$ cat config.mk
export PLATFORM = sky130hd
export DESIGN_NAME = uart_tx
export DESIGN_NICKNAME = d
export VERILOG_FILES = /design/src/rtl/uart_pkg.sv /design/src/rtl/uart_baud_cnt.sv /design/src/rtl/uart_tx.sv
export SDC_FILE = /design/constraint.sdc
export NUM_CORES = 1
export LEC_CHECK = 0
export ABC_AREA = 1
export BUFFER_PORTS_ARGS = -buffer_cell sky130_fd_sc_hd__buf_4
export CELL_PAD_IN_SITES_DETAIL_PLACEMENT = 2
export CELL_PAD_IN_SITES_GLOBAL_PLACEMENT = 2
export CORE_ASPECT_RATIO = 1.25
export CORE_MARGIN = 2
export CORE_UTILIZATION = 35
export CTS_BUF_LIST = sky130_fd_sc_hd__clkbuf_4
export CTS_CLUSTER_SIZE = 25
export DETAILED_ROUTE_END_ITERATION = 6
export PLACE_DENSITY_LB_ADDON = 0.3
export SKIP_LAST_GASP = 1
export SLEW_MARGIN = 25
export SYNTH_ARGS = -nofsm -noshare
export SYNTH_HDL_FRONTEND = slang
export SYNTH_SLANG_ARGS = --single-unit
$ cat constraint.sdc
create_clock -name clk -period 2.89 [get_ports clk]
set_clock_uncertainty 0.2 [all_clocks]
set_input_delay 0.289 -clock clk [delete_from_list [all_inputs] [get_ports clk]]
set_output_delay 0.289 -clock clk [all_outputs]
set_load 0.005 [all_outputs]
$ cat src/rtl/uart_pkg.sv
// Shared UART definitions: transmitter states and frame geometry.
// Also intended for use by uart_rx.
package uart_pkg;

   typedef enum logic [1:0] {IDLE, START, DATA, STOP} tx_state_t;

   localparam int unsigned DATA_BITS = 8;

endpackage

$ cat src/rtl/uart_baud_cnt.sv
// Loadable baud down-counter. bit_end is high while the count sits at zero.
// A load on the bit_end cycle starts the next bit with no gap.
module uart_baud_cnt #(
   parameter int unsigned DIVW = 16
) (
   input  logic            clk,
   input  logic            rst,
   input  logic            load,
   input  logic [DIVW-1:0] div,
   output logic            bit_end
);

   logic [DIVW-1:0] count_q, count_d;

   // Holding at zero keeps an all-ones divisor from ever wrapping.
   always_comb begin
      count_d = count_q;
      if (load) begin
         count_d = div;
      end else if (count_q != '0) begin
         count_d = count_q - DIVW'(1);
      end
   end

   always_ff @(posedge clk) begin
      if (rst) begin
         count_q <= '0;
      end else begin
         count_q <= count_d;
      end
   end

   assign bit_end = (count_q == '0);

endmodule

$ cat src/rtl/uart_tx.sv
// UART transmitter: 8N1/8N2 frames, LSB first, stream sink on the TX FIFO read side.
// The divisor is captured on each accept so a frame never changes speed mid-flight.
module uart_tx
   import uart_pkg::*;
#(
   parameter int unsigned DIVW      = 16,
   parameter int unsigned STOP_BITS = 1
) (
   input  logic            clk,
   input  logic            rst,
   input  logic [DIVW-1:0] tx_div,
   input  logic [7:0]      din,
   input  logic            din_vld,
   output logic            din_rdy,
   output logic            tx,
   output logic            busy
);

   tx_state_t                state_q, state_d;
   logic [DATA_BITS-1:0]     shift_q, shift_d;
   logic [2:0]               bit_cnt_q, bit_cnt_d;
   logic                     stop_cnt_q, stop_cnt_d;
   logic [DIVW-1:0]          div_q, div_d;
   logic                     tx_q, tx_d;
   logic                     accept;
   logic                     bit_end;
   logic                     load;
   logic [DIVW-1:0]          cnt_div;

   assign din_rdy = (state_q == IDLE) & ~rst;
   assign accept  = din_vld & din_rdy;
   assign busy    = (state_q != IDLE);
   assign tx      = tx_q;

   // The accept edge must load the live divisor; div_q is not valid until after it.
   assign load    = accept | (busy & bit_end);
   assign cnt_div = accept ? tx_div : div_q;

   uart_baud_cnt #(
      .DIVW(DIVW)
   ) u_baud_cnt (
      .clk     (clk),
      .rst     (rst),
      .load    (load),
      .div     (cnt_div),
      .bit_end (bit_end)
   );

   always_comb begin
      state_d    = state_q;
      shift_d    = shift_q;
      bit_cnt_d  = bit_cnt_q;
      stop_cnt_d = stop_cnt_q;
      div_d      = div_q;
      case (state_q)
         IDLE: begin
            if (accept) begin
               state_d = START;
               shift_d = din;
               div_d   = tx_div;
            end
         end
         START: begin
            if (bit_end) begin
               state_d = DATA;
            end
         end
         DATA: begin
            if (bit_end) begin
               shift_d   = {1'b0, shift_q[DATA_BITS-1:1]};
               bit_cnt_d = bit_cnt_q + 3'd1;
               if (bit_cnt_q == 3'(DATA_BITS - 1)) begin
                  state_d = STOP;
               end
            end
         end
         STOP: begin
            if (bit_end) begin
               if (STOP_BITS == 2 && stop_cnt_q == 1'b0) begin
                  stop_cnt_d = 1'b1;
               end else begin
                  stop_cnt_d = 1'b0;
                  state_d    = IDLE;
               end
            end
         end
         default: begin
            state_d = IDLE;
         end
      endcase

      // tx is registered, so it is derived from the state being entered.
      case (state_d)
         START:   tx_d = 1'b0;
         DATA:    tx_d = shift_d[0];
         default: tx_d = 1'b1;
      endcase
   end

   always_ff @(posedge clk) begin
      if (rst) begin
         state_q    <= IDLE;
         shift_q    <= '0;
         bit_cnt_q  <= '0;
         stop_cnt_q <= 1'b0;
         div_q      <= '0;
         tx_q       <= 1'b1;
      end else begin
         state_q    <= state_d;
         shift_q    <= shift_d;
         bit_cnt_q  <= bit_cnt_d;
         stop_cnt_q <= stop_cnt_d;
         div_q      <= div_d;
         tx_q       <= tx_d;
      end
   end

endmodule

==> impl_metrics.toml <==
[floorplanning]
core_um2 = 6565
die-height_um = 96.24
ios = 30
die-area_um2 = 7487
initial_utilization = 0.3629
die_w_um = 77.79
row_count = 33

[sta]
hold_viol = 0
rsz0062_at_grt = "no"
holdWs_ns = 0.01416
finalCriticalPeriod_ns = 2.032
setup_viol = 0
timing.slew.headroom = 0.6971
fmax_mhz = 492.0
final_max_slew_viol_count = 0
tightest_slew_ns = 0.4543
tns_ns = 0
period_share = 0.7033

[setup_path]
worstPathMaxFanout = 9
rr_worst_depth = 10
r2r-end = "u_baud_cnt.count_q[7]"
r2r_setup_slack_ns = 0.86
cp-start-kind = "register"
critPathArrivalTime_ns = 2.14
r2r-start = "u_baud_cnt.count_q[0]"
end_kind = "register"
crit_required_ns = 3.00
critPathKind = "register to register"

[placement]
gp_congestion = 0.8540
io_buffers = 29
place_inst = 440
dpl.hpwl_um = 5428

[layout]
finalNetCount = 401
final_cell_mix = "nand2_1, dfxtp_1, nor2_1"
fin_util = 0.4349
layout-drive-gt1-share = 0.2070
layout_commonest_cell = "nand2_1"
final_cells = 459
antenna_cells = 0
area_delta_synth_final_pct = 19.85

[clock_tree]
clk_pin_slew_ns = 0.16
cts-root-buf = "clkbuf_4"
cts_tree = "done"
cts_hold_buf = 11
cts-resized-gates = 0
htreeDepth = 2
clock_latency_ns = 0.38
clk_path_buf_depth = 2
cts.sinks = 46
post-cts-setup-buffers = 0
cts_buffers = 5

[logic_synthesis]
ys_ff_latch = 46
synthCells = 331
synth_area_um2 = 2382
syn_area_per_cell_um2 = 7.197
yosysSeqAreaShare = 0.3866
synth.distinct_cells = 36
yosysWarnings = 0
synth_nets = 361

[drt]
vias_per_cell = 5.044
vias = 2315
drc = 0
drt-total-wl_um = 8431
wire_per_inst_um = 18.37
first_pass_iters = 4
antenna_left = 0
initialDrtViolationCount = 103

[min_path]
hold_depth = 3
hold_end = "tx"
hold_class = "primary input to register"
worstHoldStart = "rst"

[pwr]
leakagePower_nw = 1.298
finalPower_mw = 2.875
pwr_density_cell_nw_per_um2 = 1007
ir_drop_mv = 0.3923

[global_routing]
grt_pass1_wl_um = 13990
gr-total-overflow = 0
grt_usage = 0.2452
first_global_vias = 2722
antenna_found_initial = 0
grt_max_degree = 40

[job]
cap_violations = 0

[status]
outcome = "finished clean"
synthesized netlist by cell type (all sizes together):
cell type / n / area share
a21boi: 1 / 0.0032
a21oi: 18 / 0.041
a31oi: 6 / 0.016
and2: 1 / 0.0026
buf: 6 / 0.021
clkbuf: 3 / 0.0047
dfxtp: 46 / 0.39
ha: 3 / 0.016
inv: 26 / 0.041
nand2: 109 / 0.20
nand3: 20 / 0.048
nand3b: 1 / 0.0032
nand4: 2 / 0.0053
nor2: 46 / 0.092
nor3: 4 / 0.015
o21ai: 21 / 0.049
o31ai: 2 / 0.0063
or2: 7 / 0.018
xnor2: 2 / 0.0074
xor2: 7 / 0.026
kinds of logic after synthesis:
logic type / Yosys count / synth area share
AO/OA/AOI/OAI: 48 / 0.1150
XOR/XNOR: 9 / 0.03309
adder cells (fa/ha/maj): 3 / 0.01576
buffers and inverters: 35 / 0.06670
flip-flops: 46 / 0.3866
AND/OR/NAND/NOR: 190 / 0.3829
sequential cells by signal, summed over array words and instances (netlist names):
signal and flops:
bit_cnt_q 3, div_q 16, shift_q 8, state_q 2, tx 1, u_baud_cnt.count_q 16
worst max-delay path by stage:
stage                               start  slack, ns                     end  cells past startpoint
global route                   state_q[1]       0.69  u_baud_cnt.count_q[15]                      7
global placement                      rst       0.92  u_baud_cnt.count_q[15]                      8
detailed placement                    rst       0.87  u_baud_cnt.count_q[15]                      8
CTS                            state_q[1]       0.83  u_baud_cnt.count_q[15]                      7
floorplan           u_baud_cnt.count_q[0]       1.25   u_baud_cnt.count_q[0]                     11
finish              u_baud_cnt.count_q[0]       0.86   u_baud_cnt.count_q[7]                     10
per-layer routing:
metal  track usage  part of all wire
met4       0.07887             0.021
met1        0.2733              0.40
met5             0                 0
met2        0.4792              0.55
met3       0.03096             0.023
area by class of cell:
type | instances | area [um2]
tap | 87 | 108.9
fill | 758 | 3710
clock inverter | 1 | 30.03
sequential | 46 | 920.9
timing repair buffer | 42 | 342.8
multi-input combinational | 250 | 1303
inverter | 26 | 97.59
clock buffer | 7 | 52.55
stage by stage:
step / setup WS [ns] / instance area, um2
final: 0.8575 / 2855
after global routing: 0.6932 / 2855
after CTS: 0.8299 / 2855
after detailed placement: 0.8714 / 2663
after global placement: 0.9181 / 2663
after floorplan: 1.247 / 2382
power by group:
group          switching [mW]  internal, mW  total [mW]
Clock                   0.229         0.203       0.432
Combinational            1.03         0.506        1.53
Sequential              0.137         0.774       0.911
critical path: stages (launching register included):
cell	delay, ns
dfxtp_1	0.34
inv_1	0.13
ha_1	0.25
nand2_2	0.13
nor2_4	0.26
nand2_4	0.10
nand2_8	0.10
nand2_4	0.10
nand2_4	0.10
nand2_2	0.07
a21oi_1	0.19
Power figures use the tool's default switching activity.
